## config.mk

```make
export PLATFORM = sky130hd
export DESIGN_NAME = imem_prefetch
export DESIGN_NICKNAME = d
export VERILOG_FILES = /design/src/rtl/imem_prefetch.sv
export SDC_FILE = /design/constraint.sdc
export NUM_CORES = 1
export LEC_CHECK = 0
export ABC_AREA = 1
export BUFFER_PORTS_ARGS = -buffer_cell sky130_fd_sc_hd__buf_2
export CELL_PAD_IN_SITES_DETAIL_PLACEMENT = 1
export CELL_PAD_IN_SITES_GLOBAL_PLACEMENT = 2
export CORE_UTILIZATION = 38
export CTS_BUF_LIST = sky130_fd_sc_hd__clkbuf_4 sky130_fd_sc_hd__clkbuf_8 sky130_fd_sc_hd__clkbuf_16
export DETAILED_ROUTE_END_ITERATION = 8
export PLACE_DENSITY = 0.8
export SLEW_MARGIN = 20
export SYNTH_ARGS = -nofsm -noshare
export SYNTH_HDL_FRONTEND = slang
export SYNTH_SLANG_ARGS = --single-unit
```

## constraint.sdc

```tcl
create_clock -name i_clk -period 9.3 [get_ports i_clk]
set_clock_uncertainty 0.15 [all_clocks]
set_input_delay 1.86 -clock i_clk [delete_from_list [all_inputs] [get_ports i_clk]]
set_output_delay 1.86 -clock i_clk [all_outputs]
set_load 0.01 [all_outputs]
```

## src/rtl/imem_prefetch.sv

```systemverilog
// Sequential instruction prefetcher: issues credit-limited reads to a fixed-latency RAM and
// queues returned words in program order, with redirect/kill and halt/drain support.
module imem_prefetch #(
    parameter int ADDR_W      = 64,
    parameter int DATA_W      = 64,
    parameter int INSN_BYTES  = 8,
    parameter int MEM_LATENCY = 1,
    parameter int DEPTH       = 4,
    parameter logic [ADDR_W-1:0] RESET_PC = '0
) (
    input  logic              i_clk,
    input  logic              i_rst,
    input  logic              i_redirect,
    input  logic [ADDR_W-1:0] i_redirect_pc,
    input  logic              i_halt,
    output logic              o_halted,
    output logic              o_fetch_valid,
    input  logic              i_fetch_ready,
    output logic [DATA_W-1:0] o_fetch_data,
    output logic [ADDR_W-1:0] o_fetch_pc,
    output logic              o_mem_cs,
    output logic [ADDR_W-1:0] o_mem_addr,
    input  logic [DATA_W-1:0] i_mem_rdata
);

    localparam int PTR_W = $clog2(DEPTH);
    localparam int SW    = $clog2(DEPTH + MEM_LATENCY + 1);
    localparam logic [ADDR_W-1:0] PC_MASK = ~ADDR_W'(INSN_BYTES - 1);

    localparam logic [1:0] S_RUN    = 2'd0;
    localparam logic [1:0] S_DRAIN  = 2'd1;
    localparam logic [1:0] S_HALTED = 2'd2;

    logic [1:0]        r_state;
    logic [ADDR_W-1:0] r_nextPc;
    logic [MEM_LATENCY-1:0] r_ifValid;
    logic [ADDR_W-1:0] r_ifPc [MEM_LATENCY];
    logic [DATA_W-1:0] r_fifoData [DEPTH];
    logic [ADDR_W-1:0] r_fifoPc [DEPTH];
    logic [PTR_W-1:0]  r_wrPtr;
    logic [PTR_W-1:0]  r_rdPtr;
    logic [SW-1:0]     r_count;

    logic [SW-1:0] w_inflight;
    logic          w_issue;
    logic          w_push;
    logic          w_pop;

    always_comb begin
        w_inflight = '0;
        for (int i = 0; i < MEM_LATENCY; i++) begin
            w_inflight = w_inflight + SW'(r_ifValid[i]);
        end
    end

    // Credit counts buffered words plus reads in flight; a same-cycle pop earns no credit.
    assign w_issue = !i_rst && (r_state == S_RUN) && !i_halt && !i_redirect &&
                     ((r_count + w_inflight) < SW'(DEPTH));
    assign w_push  = r_ifValid[MEM_LATENCY-1] && !i_redirect;
    assign w_pop   = o_fetch_valid && i_fetch_ready;

    assign o_mem_cs      = w_issue;
    assign o_mem_addr    = r_nextPc;
    assign o_halted      = (r_state == S_HALTED);
    assign o_fetch_valid = (r_count != '0);
    assign o_fetch_data  = o_fetch_valid ? r_fifoData[r_rdPtr] : '0;
    assign o_fetch_pc    = o_fetch_valid ? r_fifoPc[r_rdPtr] : '0;

    always_ff @(posedge i_clk) begin
        if (i_rst) begin
            r_state <= S_RUN;
        end else begin
            case (r_state)
                S_RUN: begin
                    if (i_halt) begin
                        r_state <= (w_inflight == '0) ? S_HALTED : S_DRAIN;
                    end
                end
                S_DRAIN: begin
                    if (!i_halt) begin
                        r_state <= S_RUN;
                    end else if (w_inflight == '0) begin
                        r_state <= S_HALTED;
                    end
                end
                S_HALTED: begin
                    if (!i_halt) begin
                        r_state <= S_RUN;
                    end
                end
                default: r_state <= S_RUN;
            endcase
        end
    end

    // Redirect kills every outstanding read so its returning data never reaches the FIFO.
    always_ff @(posedge i_clk) begin
        if (i_rst) begin
            r_ifValid <= '0;
            for (int i = 0; i < MEM_LATENCY; i++) begin
                r_ifPc[i] <= '0;
            end
        end else if (i_redirect) begin
            r_ifValid <= '0;
        end else begin
            r_ifValid[0] <= w_issue;
            r_ifPc[0]    <= r_nextPc;
            for (int i = 1; i < MEM_LATENCY; i++) begin
                r_ifValid[i] <= r_ifValid[i-1];
                r_ifPc[i]    <= r_ifPc[i-1];
            end
        end
    end

    always_ff @(posedge i_clk) begin
        if (i_rst) begin
            r_nextPc <= RESET_PC;
        end else if (i_redirect) begin
            r_nextPc <= i_redirect_pc & PC_MASK;
        end else if (w_issue) begin
            r_nextPc <= r_nextPc + ADDR_W'(INSN_BYTES);
        end
    end

    always_ff @(posedge i_clk) begin
        if (i_rst || i_redirect) begin
            r_wrPtr <= '0;
            r_rdPtr <= '0;
            r_count <= '0;
        end else begin
            if (w_push) begin
                r_wrPtr <= r_wrPtr + PTR_W'(1);
            end
            if (w_pop) begin
                r_rdPtr <= r_rdPtr + PTR_W'(1);
            end
            if (w_push && !w_pop) begin
                r_count <= r_count + SW'(1);
            end else if (!w_push && w_pop) begin
                r_count <= r_count - SW'(1);
            end
        end
    end

    always_ff @(posedge i_clk) begin
        if (!i_rst && w_push) begin
            r_fifoData[r_wrPtr] <= i_mem_rdata;
            r_fifoPc[r_wrPtr]   <= r_ifPc[MEM_LATENCY-1];
        end
    end

endmodule
```

==> impl_metrics.yaml <==
synth:
  synth_cells: 2520
  synth_commonest_cells: "nor2_1 (674), edfxtp_1 (561), o21ai_0 (293)"
  synthDistinctLibCells: 36
  yosys_register_bits: 634
  syn_avg_cell_area_um2: 10.5
  yosysWarnings: 0
  synth-xor-area-share_pct: 0.461
  synthArstFlopShare_pct: 0
  synth-simple-area-share_pct: 16.2
  synth_compound_area_share_pct: 9.62
  yosysSeqAreaShare_pct: 68.9
  synth_top_flop_cell: "edfxtp_1"
  synth_edf_count: 561
  synth_top_family_by_area: "simple AND/OR/NAND/NOR gates"
  yosys-top-cells-area: "edfxtp_1 (63%), nor2_1 (9.5%), o21ai_0 (5.5%)"
  netlist.area_leader.share_pct: 63.4
  synth_fa_ha_area_share_pct: 0.358
  yosysMostFrequentCell: "nor2_1"
  yosysTopAreaCell: "edfxtp_1"
  synthMuxAreaShare_pct: 0
  synth_area_um2: 26600
power_and_ir_drop:
  p_per_area_nw_per_um2: 198
  power_mw: 6.20
  ir_drop_mv: 0.119
  total_leakage_power_nw: 11.7
die:
  io-pin-count: 328
  die_y_um: 267
  die_area_um2: 71000
  core-area_um2: 68900
  die_w_um: 267
  core.rowCount: 96
  initial_core_util_pct: 38.6
min_path:
  hp-class: "reg -> reg"
sta:
  grt_setup_unrepaired: "false"
  holdWs_ps: 304
  fmax_mhz: 170
  relSlewSlack_pct: 30.9
  fin_setup_tns_ps: 0
  slew_viol_final: 0
  post-route-period-util_pct: 63.2
  worst_slew_pin_slew_ps: 1040
  hold_violations: 0
  period_needed_ps: 5870
  setup_viol: 0
drt:
  wirelength_met1_mm: 34.9
  vias: 19237
  drt_wl_total_mm: 79.4
  topRoutingLayerUsed: "met5"
  viasPerCell: 5.08
  wl_met3_mm: 3.70
  ant_nets: 0
  wl_met2_mm: 39.0
  routedWlPerCell_um: 21.0
  dr.pass1.iters: 4
  drc_errors: 0
  drt-initial-drc-count: 1041
clocking:
  cts_setup_buffers: 0
  numCtsBuffers: 71
  cts.sinks: 634
  clock_path_buffers: 3
  htreeDepth: 3
  clk_pin_slew_worst_paths_ps: 60
  cts_hold_buf: 0
  clk_latency_ps: 600
  cts_tree: "yes"
  root_buffer: "clkbuf_16"
  ctsResizeCount: 0
grt:
  grt-ovfl-total: 0
  grt_pass1_vias: 20062
  antenna_found_initial: 7
  grt_pass1_wl_mm: 118
  grtUsageTotal_pct: 22.0
  grt_max_degree: 213
place:
  hpwl_mm: 48.9
  post_dp_cell_area_um2: 29000
  place_congestion: 0.883
  io_buffers: 318
cells_and_area:
  regArea_um2: 18300
  finalNetCount: 2939
  fillerInstances: 7682
  syn_to_final_growth_pct: 17.8
  drive_gt1_share_pct: 17.6
  stdcell_area_um2: 31300
  multi_input_area_um2: 7150
run:
  max_cap_viol_count: 0
worst_setup_path:
  arrival_ps: 3860
  start_kind: "primary input"
  cp.required_ps: 7290
  crit_fanout: 57
  endpoint_kind: "output port"
  path_class: "in -> out"
run_status:
  outcome: "finished clean"
[logic make-up after synthesis]
kind of cell | Yosys count
buf+inv | 289
other cells | 1
xor+xnor | 14
fa+ha+maj | 7
flops | 634
compound gates | 505
simple gates | 1070
[through the flow]
step	instances	setup slack (ps)	utilization (%)
floorplan	2525	964	-
global placement	3656	3400	42.0
detailed placement	3656	3430	42.0
CTS	3785	3430	45.4
global route	3789	3270	45.4
finish	3789	3430	45.4
[placed cells by master (no fill, tap or decap), drive strengths merged, types with 2 or more instances in the layout]
cell | netlist | layout
a21oi | 173 | 173
a31oi | 15 | 15
buf | 64 | 334
bufinv | 0 | 4
clkbuf | 69 | 85
clkinv | 0 | 35
clkinvlp | 0 | 3
conb | 1 | 6
dfxtp | 73 | 73
diode | 0 | 3
edfxtp | 561 | 561
ha | 6 | 6
inv | 156 | 158
nand2 | 283 | 283
nand3 | 71 | 71
nand4 | 12 | 12
nor2 | 691 | 691
nor3 | 8 | 8
o211ai | 2 | 2
o21ai | 313 | 313
xor2 | 14 | 14
[area by class of cell]
| class | instances | area share (%) |
|---|---|---|
| Tap cell | 931 | 3.72 |
| Antenna cell | 3 | 0.0240 |
| Clock inverter | 44 | 1.25 |
| Sequential cell | 634 | 58.5 |
| Inverter | 156 | 1.91 |
| Timing Repair Buffer | 334 | 5.73 |
| Multi-Input combinational cell | 1602 | 22.8 |
| Clock buffer | 85 | 6.07 |
[flip-flops by register name, indices dropped and copies added (netlist names), named ones only]
register    cells
o_mem_addr     61
r_fifoPc      244
r_fifoData    256
r_state         2
r_rdPtr         2
r_ifValid       1
r_ifPc         61
r_count         3
r_wrPtr         2
[where the power goes]
group | internal [mW] | switching (mW)
Clock | 1.58 | 1.14
Combinational | 0.0904 | 0.203
Sequential | 3.14 | 0.0470
Total | 4.81 | 1.39
[routing by layer]
layer | up-vias | GRT usage (%)
met5 | - | 0
met4 | 8 | 6.90
met3 | 109 | 3.92
met2 | 366 | 38.1
met1 | 9612 | 27.9
li1 | 9142 | -
[critical path: stages]
cell	delay (ps)
buf_2	120
nor2_2	540
nand3_1	180
nor2_2	170
nand2_4	100
inv_2	60
buf_4	550
buf_2	250
[worst paths after layout]
kind	slack, ps	end	cells after the start	from
max	3430	o_mem_cs	8	i_redirect
max reg2reg	6270	r_count[2]$_SDFFE_PN0P_	11	r_count[0]$_SDFFE_PN0P_
min	300	r_state[0]$_SDFFE_PP0P_	1	r_state[1]$_SDFFE_PP0P_
min reg2reg	300	r_state[0]$_SDFFE_PP0P_	1	r_state[1]$_SDFFE_PP0P_
Note: power is estimated with default switching activity, not from simulation.
